==> src/rtl/regfile_wr_arbiter.sv <==
// regfile_wr_arbiter: shares the single register-file write port between the
// ALU and the LSU. The LSU normally wins. A saturating starvation counter
// forces an ALU grant once the ALU has lost STARVE_LIMIT cycles in a row.
// The granted write is registered and presented on wr_* one cycle later.
// Writes to x0 complete their handshake, but wr_en is held low for them.
module regfile_wr_arbiter #(
  parameter int REG_W        = 32,
  parameter int REG_COUNT    = 32,
  parameter int STARVE_LIMIT = 3    // legal range 1..15
) (
  input  logic                         clk,
  input  logic                         aresetn,
  input  logic                         alu_valid,
  output logic                         alu_ready,
  input  logic [$clog2(REG_COUNT)-1:0] alu_reg,
  input  logic [REG_W-1:0]             alu_data,
  input  logic                         lsu_valid,
  output logic                         lsu_ready,
  input  logic [$clog2(REG_COUNT)-1:0] lsu_reg,
  input  logic [REG_W-1:0]             lsu_data,
  output logic                         wr_en,
  output logic [$clog2(REG_COUNT)-1:0] wr_reg,
  output logic [REG_W-1:0]             wr_data
);

  localparam int         REG_IDX_W  = $clog2(REG_COUNT);
  localparam logic [3:0] STARVE_MAX = 4'(STARVE_LIMIT);

  // One register-file write request: destination index plus data.
  typedef struct packed {
    logic [REG_IDX_W-1:0] idx;
    logic [REG_W-1:0]     data;
  } wr_req_t;

  wr_req_t    alu_req, lsu_req, win_req;
  logic       force_alu;
  logic       alu_xfer, lsu_xfer, any_xfer;

  logic [3:0] starve_cnt_q, starve_cnt_d;
  logic       wr_en_q, wr_en_d;
  wr_req_t    wr_q, wr_d;

  assign alu_req = '{idx: alu_reg, data: alu_data};
  assign lsu_req = '{idx: lsu_reg, data: lsu_data};

  // Ready decode. It depends only on the valids and the starvation count, so
  // there is no combinational path from the wr_* outputs. The two readies
  // cannot both be taken in the same cycle.
  always_comb begin
    force_alu = (starve_cnt_q == STARVE_MAX);
    lsu_ready = !(alu_valid && force_alu);
    alu_ready = !lsu_valid || force_alu;
    alu_xfer  = alu_valid && alu_ready;
    lsu_xfer  = lsu_valid && lsu_ready;
    any_xfer  = alu_xfer || lsu_xfer;
  end

  // Starvation count. Clear it when the ALU wins or stops asking. Otherwise
  // count each lost cycle, and saturate at the limit so force stays high
  // until the ALU is served.
  always_comb begin
    starve_cnt_d = starve_cnt_q;
    if (!alu_valid || alu_xfer)
      starve_cnt_d = '0;
    else if (starve_cnt_q != STARVE_MAX)
      starve_cnt_d = starve_cnt_q + 4'd1;
  end

  // Select the winner and build the next write-port state. An x0 destination
  // still updates wr_reg/wr_data but never raises wr_en. Idle cycles hold
  // wr_reg/wr_data.
  always_comb begin
    win_req = lsu_xfer ? lsu_req : alu_req;
    wr_d    = wr_q;
    wr_en_d = 1'b0;
    if (any_xfer) begin
      wr_d    = win_req;
      wr_en_d = (win_req.idx != '0);
    end
  end

  // State registers. An asynchronous reset discards any write that was
  // accepted but not yet performed.
  always_ff @(posedge clk or negedge aresetn) begin
    if (!aresetn) begin
      starve_cnt_q <= '0;
      wr_en_q      <= 1'b0;
      wr_q         <= '0;
    end else begin
      starve_cnt_q <= starve_cnt_d;
      wr_en_q      <= wr_en_d;
      wr_q         <= wr_d;
    end
  end

  assign wr_en   = wr_en_q;
  assign wr_reg  = wr_q.idx;
  assign wr_data = wr_q.data;

endmodule
==> config.mk <==
export PLATFORM = sky130hd
export DESIGN_NAME = regfile_wr_arbiter
export DESIGN_NICKNAME = d
export VERILOG_FILES = /design/src/rtl/regfile_wr_arbiter.sv
export SDC_FILE = /design/constraint.sdc
export NUM_CORES = 1
export LEC_CHECK = 0
export BUFFER_PORTS_ARGS = -buffer_cell sky130_fd_sc_hd__buf_2
export CORE_ASPECT_RATIO = 1.75
export CORE_MARGIN = 5
export CORE_UTILIZATION = 39
export DETAILED_ROUTE_END_ITERATION = 12
export GPL_TIMING_DRIVEN = 1
export PLACE_DENSITY_LB_ADDON = 0.08
export SYNTH_ARGS = -nofsm -noshare
export SYNTH_HDL_FRONTEND = slang
export SYNTH_SLANG_ARGS = --single-unit
==> constraint.sdc <==
create_clock -name clk -period 1.75 [get_ports clk]
set_input_delay 0.175 -clock clk [delete_from_list [all_inputs] [get_ports clk]]
set_output_delay 0.175 -clock clk [all_outputs]
set_load 0.02 [all_outputs]
==> results.md, run 1 <==
- Run status: completed
- CP Launch Point: starve_cnt_q[0]
- Area contributors post-synth: dfrtp_1, a221o_1, and2_1
- Fmax: 0.598 GHz
- Peak supply drop: 0.000681 V
- CTS sink cnt: 42
- Detailed router's first-iteration violation count: 68
- Synth top area share: 0.542
- CTS Buffer Depth: 2
- Final Hold Viols: 0
- Sequential element share of the synthesized area: 0.542
- Final cell area excluding filler cells: between 0.002 and 0.003 sq mm
- Yosys reg bits: 42
- First-pass GRT wire length: 8.62 mm
- Top FF cell, synth: dfrtp_1
- Post-DP Area: about 0.0026 sq mm
- Gr usage total: 0.166
- EDFF count, synth: 0
- Setup Viol. Count Final: 0
- Largest fanout on the critical path: 33
- Worst-margin pin slew: 1130 ps
- Share of cells above drive strength 1: 0.481
- Root buffer cell: clkbuf_8
- H-tree depth: 2
- DP HPWL: 3.89 mm
- Pwr/cell area: 867 mW/mm^2
- Worst slack, placed: -0.620 ps
- Drt via density: 5.33
- WS Path Type: reg2reg
- Die X: 63.3 microns
- Chip height: 103 microns
- LEAKAGE: 1.36 nW
- Synth cell types: 24
- Area Growth Syn to Fin: 39.8%
- TritonCTS Buffers: 5
- Clk pwr share: 0.321
- Async SR Flop Fraction: 1.00
- Reg clk slew, reported paths: 80 ps
- Post-layout util: 0.554
- Final Cycle Share: 0.956
- Critical path required time: approximately 1900 ps
- Initial antenna violation count: 0
- # DRC: 0
- Syn Inst Count: between 150 and 200
- GR Overflow Total: 0
- Fin nets: around 360
- Crit path launch type: flop
- Area leader, netlist: dfrtp_1
- Vias in the first global route: 1,775
- Syn Area/Cell: 11.7 sq um
- Routed wire per std cell: 16.2 microns
- GPL Wtd Cong: 0.725
- Synthesized net count: 244
- Worst min path class: in2reg
- TNS Setup: 0 ps
- Crit path time final: 1670 ps
- Port-buffer cells: 117
- Power, Total: 2.35 mW
- Critical Path AT: 1840 ps
- Fin. max-slew vios: 0
- Worst Hold Launch: lsu_data[28]
- RSZ-0062 raised after global routing: no
- Antenna Cells: 0
- Worst slew margin: 0.248
- Die Footprint: approximately 0.0065 sq mm
- Most frequent cells after synthesis: dfrtp_1, a221o_1, and2_1, nand2_1
- Ports: 118
- Final worst slack: 77.0 ps
- Detailed-route via count: 1,806
- Final Skew: 8.24 ps
- Clk Latency, worst-skew pair: 290 ps
- Max reg flops: 32
- FF-to-FF Start: starve_cnt_q[0]
- Core area: 0.00489 sq mm
- CTS tree: built
- 1st-pass router iterations: 4
- Pint: 1.70 mW
- Max-Cap Viols: 0
- Routed WL: 5.50 mm
- Net Switching: ~650 uW
- Antenna Nets Post-Route: 0
- Starting Density: 0.396
- Ys Warns: 0
- Endpoint class of the critical path: flop
- Largest net degree at the start of global routing: between 40 and 50
- Mapped Area: 0.00194 sq mm
- Filler Cell Count: around 460
- Most common cell in the synthesized netlist: dfrtp_1
- Seq pwr share: 0.465
- Logic pwr share: 0.214
- Site Rows: 34
- Net Sw Frac: 0.275
-- placed cells by master, fill, tap and decap left out, types with 2 or more instances in the layout --
master / instances
a211oi_1: 6
nand2_1: 11
and2_1: 32
nor2_1: 5
clkbuf_8: 5
a31oi_1: 5
dfrtp_1: 42
a221o_1: 32
nand3_1: 2
buf_4: 6
buf_2: 116
nor2b_1: 5
-- path summary, 6_finish.rpt --
kind	to	slack, ps	cells after the start
max	wr_data[17]	80	5
min	wr_data[28]	110	2
min in group asynchronous	wr_data[22]	490	3
max reg2reg	wr_data[17]	80	5
max in group asynchronous	wr_reg[2]	890	3
min reg2reg	wr_data[13]	580	2
-- worst max-delay path, stage by stage, from the launching register on --
cell and delay, ps:
dfrtp_1 400, ha_4 160, and4bb_4 260, inv_4 60
and2_4 270, a221o_1 400
-- routing by layer --
| layer | vias up | global-route usage | wire length [microns] |
|---|---|---|---|
| met5 | - | 0 | 0 |
| met4 | 0 | 0.0448 | 53 |
| met3 | 5 | 0.0605 | 531 |
| met2 | 82 | 0.274 | 2720 |
| met1 | 866 | 0.206 | 2200 |
| li1 | 853 | - | - |
-- power by group through the flow --
stage | combinational, mW | clock (mW) | sequential [mW]
2_1_floorplan | 0.163 | 0 | 1.22
3_3_place_gp | 0.501 | 0 | 1.11
3_5_place_dp | 0.505 | 0 | 1.11
4_1_cts | 0.512 | 0.782 | 1.09
5_1_grt | 0.550 | 0.829 | 1.11
6_report | 0.504 | 0.754 | 1.09
-- final cells by class --
cell class,count,area (sq um),share of cell area
sequential,42,1050,0.388
multi-input combinational,109,816,0.301
timing repair buffer,124,656,0.242
clock buffer,6,72.6,0.0268
tap,54,67.6,0.0249
clock inverter,2,37.5,0.0139
inverter,2,10.0,0.00369
-- cells by family after synthesis --
group / after synthesis / synth area share
flip-flops: 42 / 0.542
adder cells (fa/ha/maj): 1 / 0.00645
AO/OA/AOI/OAI: 45 / 0.215
AND/OR/NAND/NOR: 61 / 0.181
XOR/XNOR: 2 / 0.00904
buffers and inverters: 14 / 0.0458
-- through the flow --
stage,hold WS (ps),instances
3_5_place_dp,284,329
5_1_grt,96.2,339
6_report,111,339
4_1_cts,103,339
3_3_place_gp,280,329
2_1_floorplan,-121,165
-- repair_timing --
item                       4_1_cts  5_1_grt
hold endpoints to repair        42        0
setup endpoints to repair        2       10
pin swaps                        0        1
buffers inserted                 1        0
gates resized for setup          3        1
hold buffers                     1        0
No activity file was read; power rests on OpenSTA's default activity.
==> run 2, diff against run 1 <==
--- a/config.mk
+++ b/config.mk
@@ -9,6 +9,7 @@
 export CORE_ASPECT_RATIO = 1.75
 export CORE_MARGIN = 5
 export CORE_UTILIZATION = 39
+export CTS_BUF_LIST = sky130_fd_sc_hd__clkbuf_4 sky130_fd_sc_hd__clkbuf_8 sky130_fd_sc_hd__clkbuf_16
 export DETAILED_ROUTE_END_ITERATION = 12
 export GPL_TIMING_DRIVEN = 1
 export PLACE_DENSITY_LB_ADDON = 0.08
==> results.md, run 2 (same netlist as run 1, synthesis figures left out) <==
- Largest fanout on the critical path: 33
- Die X: 63.3 microns
- Fmax: 0.598 GHz
- Starting Density: 0.396
- CP Launch Point: starve_cnt_q[0]
- DP HPWL: between 3 and 4 mm
- Crit path launch type: flop
- Fin nets: 363
- RSZ-0062 raised after global routing: no
- Worst slew margin: 0.249
- Flop2flop setup slack: between 70 and 80 ps
- Crit-path max cell delay: 400 ps
- Routed WL: 5.51 mm
- Routed wire per std cell: between 15 and 20 microns
- CTS tree: built
- Initial antenna violation count: 0
- Reg2Reg Capture Point: wr_data[17]
- Largest net degree at the start of global routing: 43
- Post-DP Area: 0.00256 sq mm
- Site Rows: 34
- Detailed-route via count: ~1,800
- Critical Path AT: 1840 ps
- Port-buffer cells: ~120
- Antenna Nets Post-Route: 0
- H-tree depth: 2
- Pwr/cell area: about 870 mW/mm^2
- TritonCTS Buffers: 5
- Area Growth Syn to Fin: 40.0%
- Ports: 118
- Post-layout util: 0.555
- Bufs and invs on worst path: 1
- LEAKAGE: approximately 1.4 nW
- CTS Buffer Depth: 2
- Final Hold Viols: 0
- Detailed router's first-iteration violation count: 68
- Crit path time final: between 1500 and 2000 ps
- CP delay by family, top: simple AND/OR/NAND/NOR gates
- Vias in the first global route: roughly 1,800
- Register Area: 0.00105 sq mm
- WS Path Type: reg2reg
- CP max-delay cell: dfrtp_1
- Max-Cap Viols: 0
- Commonest non-fill, non-tap cell in the layout: buf_2
- Clk Latency, worst-skew pair: 290 ps
- GR Overflow Total: 0
- Critical path required time: 1920 ps
- Core area: 0.00489 sq mm
- # DRC: 0
- Final cell area excluding filler cells: 0.00271 sq mm
- Antenna Cells: 0
- 1st-pass router iterations: 4
- Filler Cell Count: 455
- Worst min path class: in2reg
- Worst Hold Launch: lsu_data[28]
- Multi-input logic area: 816 sq um
- WHS: between 100 and 150 ps
- Worst-margin pin slew: about 1100 ps
- Path depth of the worst reg2reg path: 5
- FF-to-FF Start: starve_cnt_q[0]
- Peak supply drop: 0.000681 V
- Root buffer cell: clkbuf_8
- Max reg flops: 32
- Chip height: 103 microns
- CTS sink cnt: 42
- CP Depth: 5
- Drt via density: between 5 and 6
- Final Skew: 8.51 ps
- Final Cycle Share: 0.955
- GPL Wtd Cong: 0.725
- Share of cells above drive strength 1: 0.484
- Reg clk slew, reported paths: 80 ps
- Fin. max-slew vios: 0
- CP Cell Sequence: ha_4 -> and4bb_4 -> inv_4 -> and2_4 -> a221o_1
- Endpoint class of the critical path: flop
- Commonest cells after routing, fill and taps aside: buf_2, dfrtp_1, and2_1, a221o_1, nand2_1
- Setup crit end: wr_data[17]
- Die Footprint: 0.00654 sq mm
- First-pass GRT wire length: roughly 8.6 mm
- Gr usage total: 0.166
- TNS Setup: 0 ps
- Setup Viol. Count Final: 0
- Run status: completed
## run 2: cell count changes in the layout (fill, tap and decap cells not counted)
cell / change
clkbuf_1: -1
clkbuf_4: +1
## run 2: what timing repair did
item | in CTS | in global routing
hold buffers | 1 | 0
endpoints found under the hold margin | 42 | 0
setup endpoints to repair | 2 | 10
pin swaps | 0 | 1
resized for setup | 3 | 1
setup buffers | 1 | 0
## run 2: cell type report
cell class	instances	area share
clock inverter	2	0.0138
inverter	2	0.00369
clock buffer	6	0.0281
timing repair buffer	124	0.242
multi-input combinational	109	0.301
tap	54	0.0249
sequential	42	0.387
## run 2: layer usage
metal	global-route usage	up-vias	part of all wire
li1	-	853	-
met1	0.206	865	0.40
met2	0.274	87	0.49
met3	0.0605	5	0.098
met4	0.0448	0	0.0096
met5	0	-	0
## run 2: how the worst min path moves through the flow
stage	slack, ps	cells past startpoint	endpoint
floorplan	-120	0	starve_cnt_q[0]
global placement	280	2	wr_data[22]
detailed placement	280	2	wr_data[25]
CTS	100	2	wr_data[28]
global route	100	2	wr_data[22]
finish	110	2	wr_data[28]
## run 2: through the flow
step,instances,setup slack [ps],power (mW)
2_1_floorplan,165,12.2,1.38
3_3_place_gp,329,57.3,1.62
3_5_place_dp,329,-0.620,1.62
4_1_cts,339,33.1,2.40
5_1_grt,339,3.56,2.50
6_report,339,77.9,2.37
## run 2: where the power goes
| group | internal, mW | switching (mW) | leakage, nW | total [mW] |
|---|---|---|---|---|
| combinational | 0.223 | 0.281 | 0.798 | 0.504 |
| sequential | 1.05 | 0.0376 | 0.510 | 1.09 |
| clock | 0.441 | 0.329 | 0.0548 | 0.770 |
| total | 1.72 | 0.648 | 1.36 | 2.37 |
==> run 3, diff against run 2 <==
--- a/config.mk
+++ b/config.mk
@@ -12,7 +12,7 @@
 export CTS_BUF_LIST = sky130_fd_sc_hd__clkbuf_4 sky130_fd_sc_hd__clkbuf_8 sky130_fd_sc_hd__clkbuf_16
 export DETAILED_ROUTE_END_ITERATION = 12
 export GPL_TIMING_DRIVEN = 1
-export PLACE_DENSITY_LB_ADDON = 0.08
+export PLACE_DENSITY = 0.76
 export SYNTH_ARGS = -nofsm -noshare
 export SYNTH_HDL_FRONTEND = slang
 export SYNTH_SLANG_ARGS = --single-unit
==> results.md, run 3 (same netlist as run 1, synthesis figures left out) <==
- Worst-margin pin slew: about 940 ps
- Detailed router's first-iteration violation count: 83
- Area Growth Syn to Fin: 40.1%
- WS Path Type: reg2out
- Met1 Track Usage GR: 0.187
- WHS: ~110 ps
- Max-Cap Viols: 0
- RSZ-0062 raised after global routing: no
- WHS Endpoint: wr_data[28]
- Vias in the first global route: 1,892
- Fin nets: roughly 370
- LEAKAGE: 1.37 nW
- Reg clk slew, reported paths: 80 ps
- CTS Buffer Depth: 2
- Starting Density: 0.396
- Die X: between 60 and 70 microns
- Setup Viol. Count Final: 0
- Register Area: about 0.0011 sq mm
- Peak supply drop: 0.000773 V
- Routed wire per std cell: 16.6 microns
- Largest fanout on the critical path: 3
- Final Hold Viols: 0
- TritonCTS Buffers: 5
- Worst Hold Launch: alu_data[28]
- Final Cycle Share: 0.946
- Drt via density: 5.24
- Initial antenna violation count: 0
- Endpoint class of the critical path: output pin
- FF-to-FF Start: starve_cnt_q[1]
- Antenna Cells: 0
- Hold path depth: 2
- Critical Path AT: 1480 ps
- Commonest non-fill, non-tap cell in the layout: buf_2
- Fin. max-slew vios: 0
- Site Rows: 34
- Port-buffer cells: 117
- Largest net degree at the start of global routing: 34
- Ports: around 120
- Multi-input logic area: 816 sq um
- CP Launch Point: starve_cnt_q[1]
- Critical path required time: 1570 ps
- Final cell area excluding filler cells: between 0.002 and 0.003 sq mm
- Root buffer cell: clkbuf_8
- CTS sink cnt: 42
- Routed WL: 5.67 mm
- Flop2flop setup slack: 120 ps
- Worst slew margin: 0.372
- Met3 Resource Use GR: 0.0432
- Fmax: around 0.60 GHz
- Chip height: 103 microns
- Commonest cells after routing, fill and taps aside: buf_2, dfrtp_1, and2_1, a221o_1, nand2_1
- Share of cells above drive strength 1: 0.488
- Max reg flops: 32
- Pwr/cell area: approximately 820 mW/mm^2
- 1st-pass router iterations: 4
- Path depth of the worst reg2reg path: 5
- Gr busiest metal: met2
- Run status: completed
- First-pass GRT wire length: 8.80 mm
- TNS Setup: 0 ps
- DP HPWL: 4.33 mm
- Crit path launch type: flop
- # DRC: 0
- Antenna Nets Post-Route: 0
- GR met2 Demand/Resource: 0.317
- H-tree depth: 2
- Detailed-route via count: 1,786
- GPL Wtd Cong: 0.748
- Clk Latency, worst-skew pair: 290 ps
- Worst min path class: in2reg
- GR Overflow Total: 0
- Final Skew: around 3.5 ps
- CTS tree: built
- Reg2Reg Capture Point: wr_data[7]
- Crit path time final: 1660 ps
- Filler Cell Count: around 450
- Power, Total: about 2.2 mW
- Post-DP Area: 0.00258 sq mm
- Die Footprint: 0.00654 sq mm
- Gr usage total: 0.170
- Core area: 0.00489 sq mm
run 3: changes by cell type in the layout (fill, tap and decap cells not counted):
cell / delta
clkinv_2: +1
buf_12: +1
clkinvlp_4: -1
buf_2: +1
bufinv_16: -1
clkinv_4: +1
run 3: what timing repair did:
| action | in CTS | in global routing |
|---|---|---|
| buffers inserted | 1 | 1 |
| pin swaps | 0 | 1 |
| setup endpoints to repair | 33 | 21 |
| hold buffers | 1 | 0 |
| hold endpoints to repair | 18 | 0 |
| gates cloned | 0 | 0 |
| resized for setup | 2 | 1 |
run 3: worst max path at each step:
stage | cells after the start | slack, ps | to
floorplan | 7 | 10 | wr_data[0]
global placement | 5 | 80 | wr_data[13]
detailed placement | 5 | -20 | wr_data[7]
CTS | 5 | 50 | lsu_ready
global route | 4 | 20 | alu_ready
finish | 4 | 90 | alu_ready
run 3: through the flow:
step                setup WS, ps  utilization  cells
finish                      94.0        0.555    341
floorplan                   12.2            -    165
global route                17.9        0.555    341
global placement            83.2        0.528    330
CTS                         47.0        0.551    340
detailed placement         -17.9        0.528    330
run 3: area by class of cell:
class | count | share of cell area
Clock buffer | 6 | 0.0281
Sequential cell | 42 | 0.387
Timing Repair Buffer | 126 | 0.251
Multi-Input combinational cell | 109 | 0.300
Clock inverter | 2 | 0.00507
Inverter | 2 | 0.00369
Tap cell | 54 | 0.0249
run 3: power breakdown:
part	switching (mW)	internal [mW]	total (mW)
sequential	0.0436	1.05	1.10
clock	0.330	0.297	0.627
combinational	0.280	0.227	0.507
run 3: worst max-delay path: stages (launching register included):
cell and delay (ps):
dfrtp_1 400, ha_4 160, or3b_4 390, nand2_1 80, buf_2 160
run 3: routing by layer:
metal  vias to the layer above  part of all wire
met5                         -                 0
met4                         0             0.011
met3                         8             0.064
met2                        74              0.57
met1                       846              0.36
li1                        858                 -
